==> config.mk <==
export PLATFORM = sky130hd
export DESIGN_NAME = lsu_mem_access
export DESIGN_NICKNAME = d
export VERILOG_FILES = /design/src/rtl/lsu_pkg.sv /design/src/rtl/lsu_align.sv /design/src/rtl/lsu_mem_access.sv
export SDC_FILE = /design/constraint.sdc
export NUM_CORES = 1
export LEC_CHECK = 0
export BUFFER_PORTS_ARGS = -buffer_cell sky130_fd_sc_hd__buf_4
export CELL_PAD_IN_SITES_DETAIL_PLACEMENT = 1
export CELL_PAD_IN_SITES_GLOBAL_PLACEMENT = 2
export CORE_ASPECT_RATIO = 1.1
export CORE_UTILIZATION = 27
export CTS_CLUSTER_SIZE = 25
export DETAILED_ROUTE_END_ITERATION = 8
export PLACE_DENSITY_LB_ADDON = 0.1
export SYNTH_ARGS = -nofsm -noshare
export SYNTH_HDL_FRONTEND = slang
export SYNTH_SLANG_ARGS = --single-unit
==> constraint.sdc <==
create_clock -name clk -period 3.75 [get_ports clk]
set_input_delay 0 -clock clk [delete_from_list [all_inputs] [get_ports clk]]
set_output_delay 0 -clock clk [all_outputs]
set_load 0.005 [all_outputs]
==> src/rtl/lsu_pkg.sv <==
// Shared types and op-decode helpers for the MEM-stage load/store unit.
// Misalignment checking is enabled by the LSU_ALIGN_CHECK_EN macro.
package lsu_pkg;

  typedef enum logic [3:0] {
    OP_LB  = 4'b0000,
    OP_LH  = 4'b0001,
    OP_LW  = 4'b0010,
    OP_LBU = 4'b0100,
    OP_LHU = 4'b0101,
    OP_SB  = 4'b1000,
    OP_SH  = 4'b1001,
    OP_SW  = 4'b1010
  } lsu_op_e;

  typedef enum logic [1:0] {
    ST_IDLE,
    ST_RD,
    ST_WR,
    ST_DONE
  } lsu_state_e;

  // Op-class fields: store flag, unsigned-load flag, and access size in op[1:0]
  localparam int OP_STORE_BIT    = 3;
  localparam int OP_UNSIGNED_BIT = 2;
  localparam logic [1:0] SIZE_BYTE = 2'b00;
  localparam logic [1:0] SIZE_HALF = 2'b01;
  localparam logic [1:0] SIZE_WORD = 2'b10;

  function automatic logic op_is_legal(input logic [3:0] op);
    case (op)
      OP_LB, OP_LH, OP_LW, OP_LBU, OP_LHU, OP_SB, OP_SH, OP_SW: return 1'b1;
      default: return 1'b0;
    endcase
  endfunction

  function automatic logic op_misaligned(input logic [3:0] op, input logic [1:0] off);
    case (op[1:0])
      SIZE_HALF: return off[0];
      SIZE_WORD: return off != 2'b00;
      default:   return 1'b0;
    endcase
  endfunction

endpackage

==> src/rtl/lsu_align.sv <==
// Combinational lane logic: load extract with sign/zero extension, and the
// byte/halfword merge used by read-modify-write stores.
module lsu_align
  import lsu_pkg::*;
(
  input  logic [1:0]  i_size,
  input  logic        i_unsigned,
  input  logic [1:0]  i_off,
  input  logic [31:0] i_rword,
  input  logic [31:0] i_wdata,
  output logic [31:0] o_load,
  output logic [31:0] o_merge
);

  logic [4:0]  w_byte_sh;
  logic [4:0]  w_half_sh;
  logic [7:0]  w_byte;
  logic [15:0] w_half;

  // Halfwords ignore addr[0]; when alignment checking is on it never reaches here set
  assign w_byte_sh = {i_off, 3'b000};
  assign w_half_sh = {i_off[1], 4'b0000};
  assign w_half    = i_off[1] ? i_rword[31:16] : i_rword[15:0];

  always_comb begin
    w_byte = i_rword[7:0];
    case (i_off)
      2'd1:    w_byte = i_rword[15:8];
      2'd2:    w_byte = i_rword[23:16];
      2'd3:    w_byte = i_rword[31:24];
      default: w_byte = i_rword[7:0];
    endcase
  end

  always_comb begin
    o_load  = i_rword;
    o_merge = i_wdata;
    case (i_size)
      SIZE_BYTE: begin
        o_load  = {{24{~i_unsigned & w_byte[7]}}, w_byte};
        o_merge = (i_rword & ~(32'h0000_00FF << w_byte_sh)) |
                  ({24'h0, i_wdata[7:0]} << w_byte_sh);
      end
      SIZE_HALF: begin
        o_load  = {{16{~i_unsigned & w_half[15]}}, w_half};
        o_merge = (i_rword & ~(32'h0000_FFFF << w_half_sh)) |
                  ({16'h0, i_wdata[15:0]} << w_half_sh);
      end
      default: begin
        o_load  = i_rword;
        o_merge = i_wdata;
      end
    endcase
  end

endmodule

==> src/rtl/lsu_mem_access.sv <==
// MEM-stage load/store unit driving a word-only data memory; sub-word stores
// are read-modify-write. Define LSU_ALIGN_CHECK_EN to fault misaligned accesses.
module lsu_mem_access
  import lsu_pkg::*;
#(
  parameter int DMEM_WORDS = 1024
) (
  input  logic        clk,
  input  logic        rst,
  input  logic        req_valid,
  output logic        req_ready,
  input  logic [3:0]  req_op,
  input  logic [31:0] req_addr,
  input  logic [31:0] req_wdata,
  input  logic [4:0]  req_rd,
  output logic        resp_valid,
  output logic [31:0] resp_rdata,
  output logic [4:0]  resp_rd,
  output logic        resp_exc,
  output logic        stall,
  output logic        mem_we,
  output logic        mem_re,
  output logic [31:0] mem_addr,
  output logic [31:0] mem_wdata,
  input  logic [31:0] mem_rdata
);

  if (DMEM_WORDS < 1) begin : g_bad_depth
    $error("lsu_mem_access: DMEM_WORDS must be at least 1");
  end

  lsu_state_e  r_state;
  logic [3:0]  r_op;
  logic [1:0]  r_off;
  logic [31:0] r_wdata;
  logic [4:0]  r_rd;

  logic        w_legal;
  logic        w_fault;
  logic [31:0] w_load;
  logic [31:0] w_merge;

  assign req_ready = (r_state == ST_IDLE) || (r_state == ST_DONE);
  assign stall     = req_valid & ~req_ready;
  assign w_legal   = op_is_legal(req_op);

`ifdef LSU_ALIGN_CHECK_EN
  assign w_fault = w_legal & op_misaligned(req_op, req_addr[1:0]);
`else
  assign w_fault = 1'b0;
`endif

  // The lane logic sees mem_rdata only while in RD, the one cycle mem_re is high
  lsu_align u_align (
    .i_size     (r_op[1:0]),
    .i_unsigned (r_op[OP_UNSIGNED_BIT]),
    .i_off      (r_off),
    .i_rword    (mem_rdata),
    .i_wdata    (r_wdata),
    .o_load     (w_load),
    .o_merge    (w_merge)
  );

  always_ff @(posedge clk or posedge rst) begin
    if (rst) begin
      r_state    <= ST_IDLE;
      r_op       <= 4'h0;
      r_off      <= 2'b00;
      r_wdata    <= 32'h0;
      r_rd       <= 5'h0;
      resp_valid <= 1'b0;
      resp_rdata <= 32'h0;
      resp_rd    <= 5'h0;
      resp_exc   <= 1'b0;
      mem_we     <= 1'b0;
      mem_re     <= 1'b0;
      mem_addr   <= 32'h0;
      mem_wdata  <= 32'h0;
    end else begin
      resp_valid <= 1'b0;
      resp_rdata <= 32'h0;
      resp_exc   <= 1'b0;
      mem_we     <= 1'b0;
      mem_re     <= 1'b0;
      case (r_state)
        ST_IDLE, ST_DONE: begin
          if (req_valid) begin
            r_op     <= req_op;
            r_off    <= req_addr[1:0];
            r_wdata  <= req_wdata;
            r_rd     <= req_rd;
            mem_addr <= {req_addr[31:2], 2'b00};
            if (!w_legal || w_fault) begin
              r_state    <= ST_DONE;
              resp_valid <= 1'b1;
              resp_rd    <= req_rd;
              resp_exc   <= w_fault;
            end else if (req_op == OP_SW) begin
              r_state   <= ST_WR;
              mem_we    <= 1'b1;
              mem_wdata <= req_wdata;
            end else begin
              r_state <= ST_RD;
              mem_re  <= 1'b1;
            end
          end else begin
            r_state <= ST_IDLE;
          end
        end
        ST_RD: begin
          if (r_op[OP_STORE_BIT]) begin
            r_state   <= ST_WR;
            mem_we    <= 1'b1;
            mem_wdata <= w_merge;
          end else begin
            r_state    <= ST_DONE;
            resp_valid <= 1'b1;
            resp_rd    <= r_rd;
            resp_rdata <= w_load;
          end
        end
        ST_WR: begin
          r_state    <= ST_DONE;
          resp_valid <= 1'b1;
          resp_rd    <= r_rd;
        end
        default: r_state <= ST_IDLE;
      endcase
    end
  end

endmodule

# Word-level counts from Yosys, hierarchy flattened

Memories as Yosys holds them, arrays and structs flattened.
Cells that the tools add are included.

Flip-flop bits (word level): 147
Bits in read-only memories: 16
Input bits: 108
Logic and storage cells: 83
Memories kept: 1

Equal/unequal tests: 14
Shift operators: 4
Mux-type cells: 33
Bitwise logic cells: 11
Reduce and logical (&&, ||, !) cells: 8

Memories:

| memory          | depth | bits a word | rd ports | clocked after memory_dff | write ports | line          | text |
|---|---|---|---|---|---|---|---|
| (no name shown) | 16    | 1           | 1        | 0                        | 0           | lsu_pkg.sv:31 | `case (op)` |

Operators by type and width:

| cell                                                                  | count |
|---|---|
| 32-bit 2-to-1 mux                                                     | 6 |
| 32-bit case mux with 2 select lines                                   | 3 |
| 32-bit AND                                                            | 2 |
| 32-bit NOT                                                            | 2 |
| 32-bit bitwise OR                                                     | 2 |
| 16-bit by 5-bit << shifter with 32-bit output                         | 1 |
| 16-bit by 5-bit << shifter with 32-bit output, first input constant   | 1 |
| 8-bit by 5-bit << shifter with 32-bit output                          | 1 |
| 8-bit by 5-bit << shifter with 32-bit output, first input constant    | 1 |
| 8-bit case mux with 3 select lines                                    | 1 |
| 16-bit 2-to-1 mux                                                     | 1 |
| 5-bit 2-to-1 mux                                                      | 3 |
| 5-bit case mux with 3 select lines                                    | 1 |
| 1-bit 2-to-1 mux                                                      | 12 |
| 2-bit != test, second input constant                                  | 6 |
| 2-bit equality test, second input constant                            | 4 |
| 2-bit by 1-bit equality test with 1-bit output, second input constant | 3 |
| 2-bit 2-to-1 mux                                                      | 3 |
| 2-bit case mux with 3 select lines                                    | 1 |
| 5-bit AND reduction                                                   | 1 |
| 4-bit equality test, second input constant                            | 1 |
| 2-bit logical NOT                                                     | 2 |
| 1-bit AND                                                             | 3 |
| 1-bit case mux with 3 select lines                                    | 1 |
| 7 further kinds                                                       | 8 |

# Logic depth before layout (Yosys ltp)

Gate-level depths: netlist of the first run.

Depth after elaboration: 7
Gate-level depth with buffers: 9

# Cells and area by module

Synthesis of the first run repeated with hierarchy kept, for this count alone.

Cells, all modules: 660
Area, all modules: 7519.7 µm²

Modules (own cells, without submodules):

| module         | instances | cells each | area an instance (µm²) |
|---|---|---|---|
| lsu_mem_access | 1         | 431        | 5973.2 |
| lsu_align      | 1         | 229        | 1546.5 |

# Worst setup path before layout of the first run

Ideal clock, no wire load.

Path kind: reg2reg
From: register r_state[0]
To: register mem_wdata[0]
Setup time: 0.140 ns
Arrival: 1.757 ns
Data required time: 3.610 ns
Slack: 1.853 ns
Stages on the path, launching flop included: 9
Buffers on the path: 2
Clock period less this slack: 1.897 ns
Cell sequence: dfrtp_1 -> inv_1 -> ha_1 -> nand2_1 -> o21ai_0 -> and2_1 -> clkbuf_1 -> buf_2 -> o221ai_1

Cells in the longest elaborated chain, start to end: 4

RTL lines:

| what                                                                        | line                  | text |
|---|---|---|
| from (decl)                                                                 | lsu_mem_access.sv:32  | `lsu_state_e r_state;` |
| from (signal assigned)                                                      | lsu_mem_access.sv:66  | `r_state <= ST_IDLE;` |
| from (signal assigned)                                                      | lsu_mem_access.sv:94  | `r_state <= ST_DONE;` |
| from (signal assigned)                                                      | lsu_mem_access.sv:99  | `r_state <= ST_WR;` |
| 2-bit equality test / 2-bit logical NOT (equally long branches)             | lsu_mem_access.sv:85  | `case (r_state)` |
| 2-bit OR reduction                                                          | lsu_mem_access.sv:85  |  |
| 2-bit != test (no source line) / 2-bit nonzero test (equally long branches) | --                    |  |
| 5-bit AND reduction (no source line)                                        | --                    |  |
| to (signal assigned)                                                        | lsu_mem_access.sv:101 | `mem_wdata <= req_wdata;` |
| to (signal assigned)                                                        | lsu_mem_access.sv:114 | `mem_wdata <= w_merge;` |
| to (decl)                                                                   | lsu_mem_access.sv:24  | `output logic [31:0] mem_wdata,` |

Several ways; a longest one is shown, not always the timed one.
A chain may end at the register's enable or synchronous reset.

# Final worst setup path of the first run

From: register r_off[1]
To: register resp_rdata[16]

Cells in the longest elaborated chain, start to end: 6

RTL lines:

| what                                                                                         | line                  | text |
|---|---|---|
| from (decl)                                                                                  | lsu_mem_access.sv:34  | `logic [1:0] r_off;` |
| from (signal assigned)                                                                       | lsu_mem_access.sv:89  | `r_off <= req_addr[1:0];` |
| 2-bit equality test / 2-bit by 1-bit equality test with 1-bit output (equally long branches) | lsu_align.sv:27       | `case (i_off)` |
| 8-bit case mux with 3 select lines                                                           | lsu_align.sv:27       |  |
| 1-bit AND                                                                                    | lsu_align.sv:40       | `o_load = {{24{~i_unsigned & w_byte[7]}}, w_byte};` |
| 32-bit case mux with 2 select lines (*)                                                      | lsu_align.sv:38       | `case (i_size)` |
| 32-bit 2-to-1 mux (*)                                                                        | lsu_mem_access.sv:111 | `if (r_op[OP_STORE_BIT]) begin` |
| 32-bit 2-to-1 mux (*)                                                                        | lsu_mem_access.sv:85  |  |
| to (signal assigned)                                                                         | lsu_mem_access.sv:119 | `resp_rdata <= w_load;` |
| to (decl)                                                                                    | lsu_mem_access.sv:17  | `output logic [31:0] resp_rdata,` |

Mark *: on every way between the ends. The rest lies on a longest branch, timed or not.

==> results_dict.tcl, run 1 <==
set metrics [dict create \
    status "completed" \
    tightest_slew_ps 1030 \
    synth_top_area_share_pct 52.6 \
    grt_pass1_vias 7290 \
    final_common_cell "nand2_1" \
    finalSetupViolCount 0 \
    reg2reg_depth 5 \
    power_density_nw_per_um2 811 \
    r2r_slack_ps 1020 \
    reg2reg_from "r_off[1]$_DFFE_PP0P_" \
    clkTransAtPathRegs_ps 70 \
    firstDrtPassIters 4 \
    worstHoldStart "mem_rdata[15]" \
    r2r_end "resp_rdata[16]$_DFF_PP0_" \
    critical_path_arrival_ps 3100 \
    wl_per_cell_um 19.1 \
    drt_wl_total_um 27600 \
    cts_inserted_buffers 17 \
    synth_edf_count 0 \
    drtIter0Drc 325 \
    ys_types 47 \
    gp_routability_congestion 0.818 \
    hold_depth 3 \
    num_vias 6764 \
    period_needed_ps 2730 \
    ant_nets 0 \
    drv_slew 0 \
    crit_required_ps 4120 \
    initial_utilization_pct 27.6 \
    ys_top_cells_by_area "dfrtp_1, nand2_1, o21ai_0, mux2_2, mux2i_1" \
    maxCapViolations 0 \
    root_buffer "clkbuf_16" \
    synth_flop_cell "dfrtp_1" \
    grt_first_pass_wirelength_um 42400 \
    vdd_drop_max_mv 0.352 \
    antenna_found_initial 0 \
    fillers 2992 \
    path_cells "mux2_2 -> o21ai_0 -> a2111oi_4 -> buf_4 -> a21o_1" \
    p_leak_nw 5.24 \
    synth_area_per_cell_um2 8.99 \
    cts_setup_buffers 0 \
    dpl.hpwl_um 19200 \
    nets 1191 \
    grt_setup_unrepaired "false" \
    clock_latency_ps 430 \
    async_flop_share_pct 100 \
    hold_viol 0 \
    hold_end "resp_rdata[15]$_DFF_PP0_" \
    core-area_um2 25300 \
    hold_path_class "in2reg" \
    slowest_stage "dfrtp_1" \
    clockBufferDepth 2 \
    relSlewSlack_pct 31.4 \
    start_kind "flip-flop" \
    design.die.area_um2 26500 \
    ys_seq_area_share_pct 52.6 \
    cts_max_level 4 \
    yosysWarnings 0 \
    most-common-layout-cells "nand2_1, buf_4, dfrtp_1, dlygate4sd3_1, o21ai_0" \
    grt_use_total_pct 21.4 \
    syn2layout_area_growth_pct 51.6 \
    whs_ps 7.23 \
    drcViolationCount 0 \
    fin_setup_tns_ps 0 \
    clkSinkCount 147 \
    drive_gt1_share_pct 26.1 \
    grt-ovfl-total 0 \
    crit_fanout 30 \
    yosysTopAreaCell "dfrtp_1" \
    grt_max_degree 62 \
    end_kind "flip-flop" \
    port_buffers 211 \
    synth.ff_latch_count 147 \
    viasPerCell 4.70 \
    num_rows 61 \
    crit_type "reg2reg" \
    dieHeight_um 171 \
    finClkSkew_ps 12.2 \
    die_x_um 155 \
    fmax_ghz 0.367 \
    syn_area_um2 6990 \
    synthCells 777 \
    max_stage_delay_ps 1020 \
    ios 215 \
    fin_crit_sh_pct 72.7 \
    antenna_cells 0 \
    cts_tree "built" \
]
==> what timing repair did <==
item,in CTS,in global routing
hold endpoints to repair,169,0
setup endpoints to repair,0,0
hold buffers,106,0
gates resized for setup,0,0
==> final cells by class <==
| type | count | area [um2] | share of cell area [%] |
|---|---|---|---|
| Clock buffer | 20 | 447 | 4.22 |
| Clock inverter | 12 | 125 | 1.18 |
| Inverter | 19 | 75.1 | 0.709 |
| Multi-Input combinational cell | 559 | 3010 | 28.5 |
| Sequential cell | 147 | 3680 | 34.7 |
| Tap cell | 346 | 433 | 4.09 |
| Timing Repair Buffer | 337 | 2820 | 26.6 |
==> cell usage after synthesis, types with 8 or more instances <==
master     number
inv_1          18
clkbuf_1       35
a21o_1         19
o2111ai_1       8
a31oi_1         8
mux2_2         17
o32a_1          8
mux2i_1        16
nor2b_1         8
nor2_1         34
buf_2          11
o21ai_0        52
a21oi_1        24
dfrtp_1       147
o221ai_1       13
a32o_1         15
nand3_1        11
nand2_1       276
==> worst max-delay path: cells and delay by family, from the launching register on <==
family	cells	cell delay [ps]
AOI/OAI and AO/OA	3	1030
DFF	1	1020
muxes	1	320
buffers and inverters	1	290
==> kinds of logic (layout without fill, tap and decap cells) <==
kind of cell,Yosys count,count (layout),share of synthesized area (%)
compound gates,167,167,16.9
fa+ha+maj,2,2,0.358
simple gates,354,354,20.6
flops,147,147,52.6
buf+inv,73,388,4.39
mux,33,33,5.03
other cells,1,3,0.0537
==> where the power goes <==
group	internal (mW)	switching [mW]
clock network	0.945	0.757
registers	2.29	0.616
logic	1.81	2.18
==> through the flow <==
stage	total power [mW]	setup slack, ps	area, um2	util [%]	std cells
global route	9.25	791	10600	41.8	1440
finish	8.59	1020	10600	41.8	1440
global placement	6.84	896	8950	35.3	1301
detailed placement	6.90	784	8950	35.3	1301
CTS	8.73	744	10600	41.8	1439
floorplan	5.03	1850	7000	-	779
==> state kept, by name, indices dropped and copies added (netlist names), 2 cells and up <==
register    cells
r_wdata        32
r_op            4
r_off           2
r_rd            5
resp_rd         5
r_state         2
resp_rdata     32
mem_wdata      32
mem_addr       30
==> worst max path at each step <==
| stage | startpoint | end | slack, ps |
|---|---|---|---|
| 6_report | r_off[1]$_DFFE_PP0P_ | resp_rdata[16]$_DFF_PP0_ | 1020 |
| 5_1_grt | r_state[1]$_DFF_PP0_ | resp_rdata[16]$_DFF_PP0_ | 790 |
| 4_1_cts | r_state[0]$_DFF_PP0_ | mem_wdata[6]$_DFFE_PP0P_ | 740 |
| 3_5_place_dp | r_state[0]$_DFF_PP0_ | mem_wdata[6]$_DFFE_PP0P_ | 780 |
| 3_3_place_gp | r_state[0]$_DFF_PP0_ | mem_wdata[4]$_DFFE_PP0P_ | 900 |
| 2_1_floorplan | r_state[0]$_DFF_PP0_ | mem_wdata[0]$_DFFE_PP0P_ | 1850 |
==> layer usage <==
layer  GRT usage [%]  vias up  wire [um]
met5               0        -          0
met4            6.39        0        529
met3            3.85       27       1160
met2            38.1      173      14000
met1            26.1     3317      11900
li1                -     3247          -
No activity file was read; power rests on OpenSTA's default activity.
==> run 2: changes to the inputs <==
Settings changed: CORE_UTILIZATION 27 to 30.
Clock period 3.75 ns to 2.6 ns, I/O delays scaled along.
==> results_dict.tcl, run 2 (synthesis gave the netlist of run 1 again) <==
set metrics [dict create \
    cts_tree "built" \
    design.die.area_um2 23900 \
    drcViolationCount 0 \
    critical_path_arrival_ps 2700 \
    port_buffers 211 \
    num_vias 6951 \
    ios 215 \
    root_buffer "clkbuf_16" \
    grt_max_degree 71 \
    tightest_slew_ps 917 \
    reg.largest.list "mem_wdata (32), r_wdata (32), resp_rdata (32)" \
    drv_slew 0 \
    antenna_cells 0 \
    power_density_nw_per_um2 1170 \
    finalSetupViolCount 0 \
    syn2layout_area_growth_pct 52.2 \
    fmax_ghz 0.418 \
    fin_crit_sh_pct 92.0 \
    crit_required_ps 2900 \
    grt_use_met2_pct 41.0 \
    cts_max_level 4 \
    viasPerCell 4.95 \
    whs_ps 11.4 \
    finalNonFillerCells 1404 \
    slowest_stage "ha_1" \
    grt_first_pass_wirelength_um 42600 \
    cts_inserted_buffers 17 \
    gp_routability_congestion 0.840 \
    drt_wl_total_um 26800 \
    drtIter0Drc 293 \
    num_rows 58 \
    hold_path_class "in2reg" \
    clockBufferDepth 2 \
    dpl.hpwl_um 19300 \
    grt_pass1_vias 7612 \
    vdd_drop_max_mv 0.544 \
    fin_setup_tns_ps 0 \
    die_x_um 148 \
    status "completed" \
    fillers 2624 \
    relSlewSlack_pct 38.2 \
    crit_type "reg2reg" \
    path_cells "inv_1 -> ha_1 -> o21ai_0 -> nand2_1 -> o32a_1" \
    core-area_um2 22900 \
    clock_latency_ps 430 \
    period_needed_ps 2390 \
    clkSinkCount 147 \
    utilization_pct 46.5 \
    final_common_cell "nand2_1" \
    p_leak_nw 5.29 \
    initial_utilization_pct 30.6 \
    nets 1201 \
    ant_nets 0 \
    use_met1_pct 27.8 \
    power.total_mw 12.5 \
    grt_use_total_pct 23.3 \
    maxCapViolations 0 \
    end_kind "flip-flop" \
    start_kind "flip-flop" \
    most-common-layout-cells "nand2_1, buf_4, dfrtp_1, dlygate4sd3_1, o21ai_0" \
    finClkSkew_ps 15.0 \
    drive_gt1_share_pct 26.7 \
    hold_viol 0 \
    max_stage_delay_ps 490 \
    crit_fanout 15 \
    antenna_found_initial 0 \
    wl_per_cell_um 19.1 \
    grt_setup_unrepaired "false" \
    firstDrtPassIters 5 \
    clkTransAtPathRegs_ps 60 \
    grt_busiest_layer "met2" \
    dp_cells 1264 \
    grt.met3_usage_pct 5.20 \
    dieHeight_um 162 \
    grt-ovfl-total 0 \
]
## run 2: cell types whose count changed in the layout (fill, tap and decap cells not counted)
cell,previous run,this run
buf_4,228,235
buf_12,2,4
clkinv_4,5,3
clkinvlp_4,4,6
dlygate4sd3_1,106,108
clkbuf_1,2,1
clkbuf_4,1,0
clkinv_2,0,1
inv_6,2,3
inv_8,1,0
nand2_1,275,274
nand2_2,1,2
## run 2: path summary, 6_finish.rpt
kind,from,end,slack (ps),cells past startpoint
max,r_state[0]$_DFF_PP0_,mem_wdata[19]$_DFFE_PP0P_,210,5
min reg2reg,r_wdata[21]$_DFFE_PP0P_,r_wdata[21]$_DFFE_PP0P_,470,2
min in group asynchronous,rst,mem_addr[29]$_DFFE_PP0P_,180,3
min,mem_rdata[15],resp_rdata[15]$_DFF_PP0_,10,3
max in group asynchronous,rst,r_wdata[23]$_DFFE_PP0P_,1640,4
max reg2reg,r_state[0]$_DFF_PP0_,mem_wdata[19]$_DFFE_PP0P_,210,5
## run 2: critical path, delay by kind of cell (launching register included)
| kind | cells | cell delay, ps |
|---|---|---|
| DFF | 1 | 360 |
| buffers and inverters | 1 | 60 |
| adders and majority gates | 1 | 490 |
| AOI/OAI and AO/OA | 2 | 900 |
| and+or+nand+nor | 1 | 450 |
## run 2: per-layer routing
layer	up-vias	routed length, um
met5	-	0
met3	37	1210
met1	3472	11100
met4	0	677
li1	3256	-
met2	186	13800
## run 2: final cells by class
type                    count  area, um2  share of cell area [%]
flip-flops and latches    147       3680                    34.6
multi-input cells         559       3020                    28.4
repair buffers            347       2930                    27.5
clock buffers              19        443                    4.16
well taps                 300        375                    3.53
clock inverters            13        125                    1.18
inverters                  19       75.1                   0.706
## run 2: power by group
group / internal [mW] / total (mW) / switching [mW]
clock: 1.35 / 2.40 / 1.05
combinational: 2.71 / 5.89 / 3.18
sequential: 3.31 / 4.18 / 0.875
total: 7.38 / 12.5 / 5.10
## run 2: what timing repair did
item / CTS / global route
endpoints found under the hold margin: 161 / 0
buffers inserted: 0 / 0
endpoints found under the setup margin: 0 / 15
hold buffers: 108 / 0
resized for setup: 0 / 1
## run 2: per-stage QoR
step                      setup WS (ps)  instance area (um2)
after CTS                           101                10600
after detailed placement            119                 8990
after global placement              235                 8990
after global routing               29.5                10600
after floorplan                     703                 7000
final                               209                10600
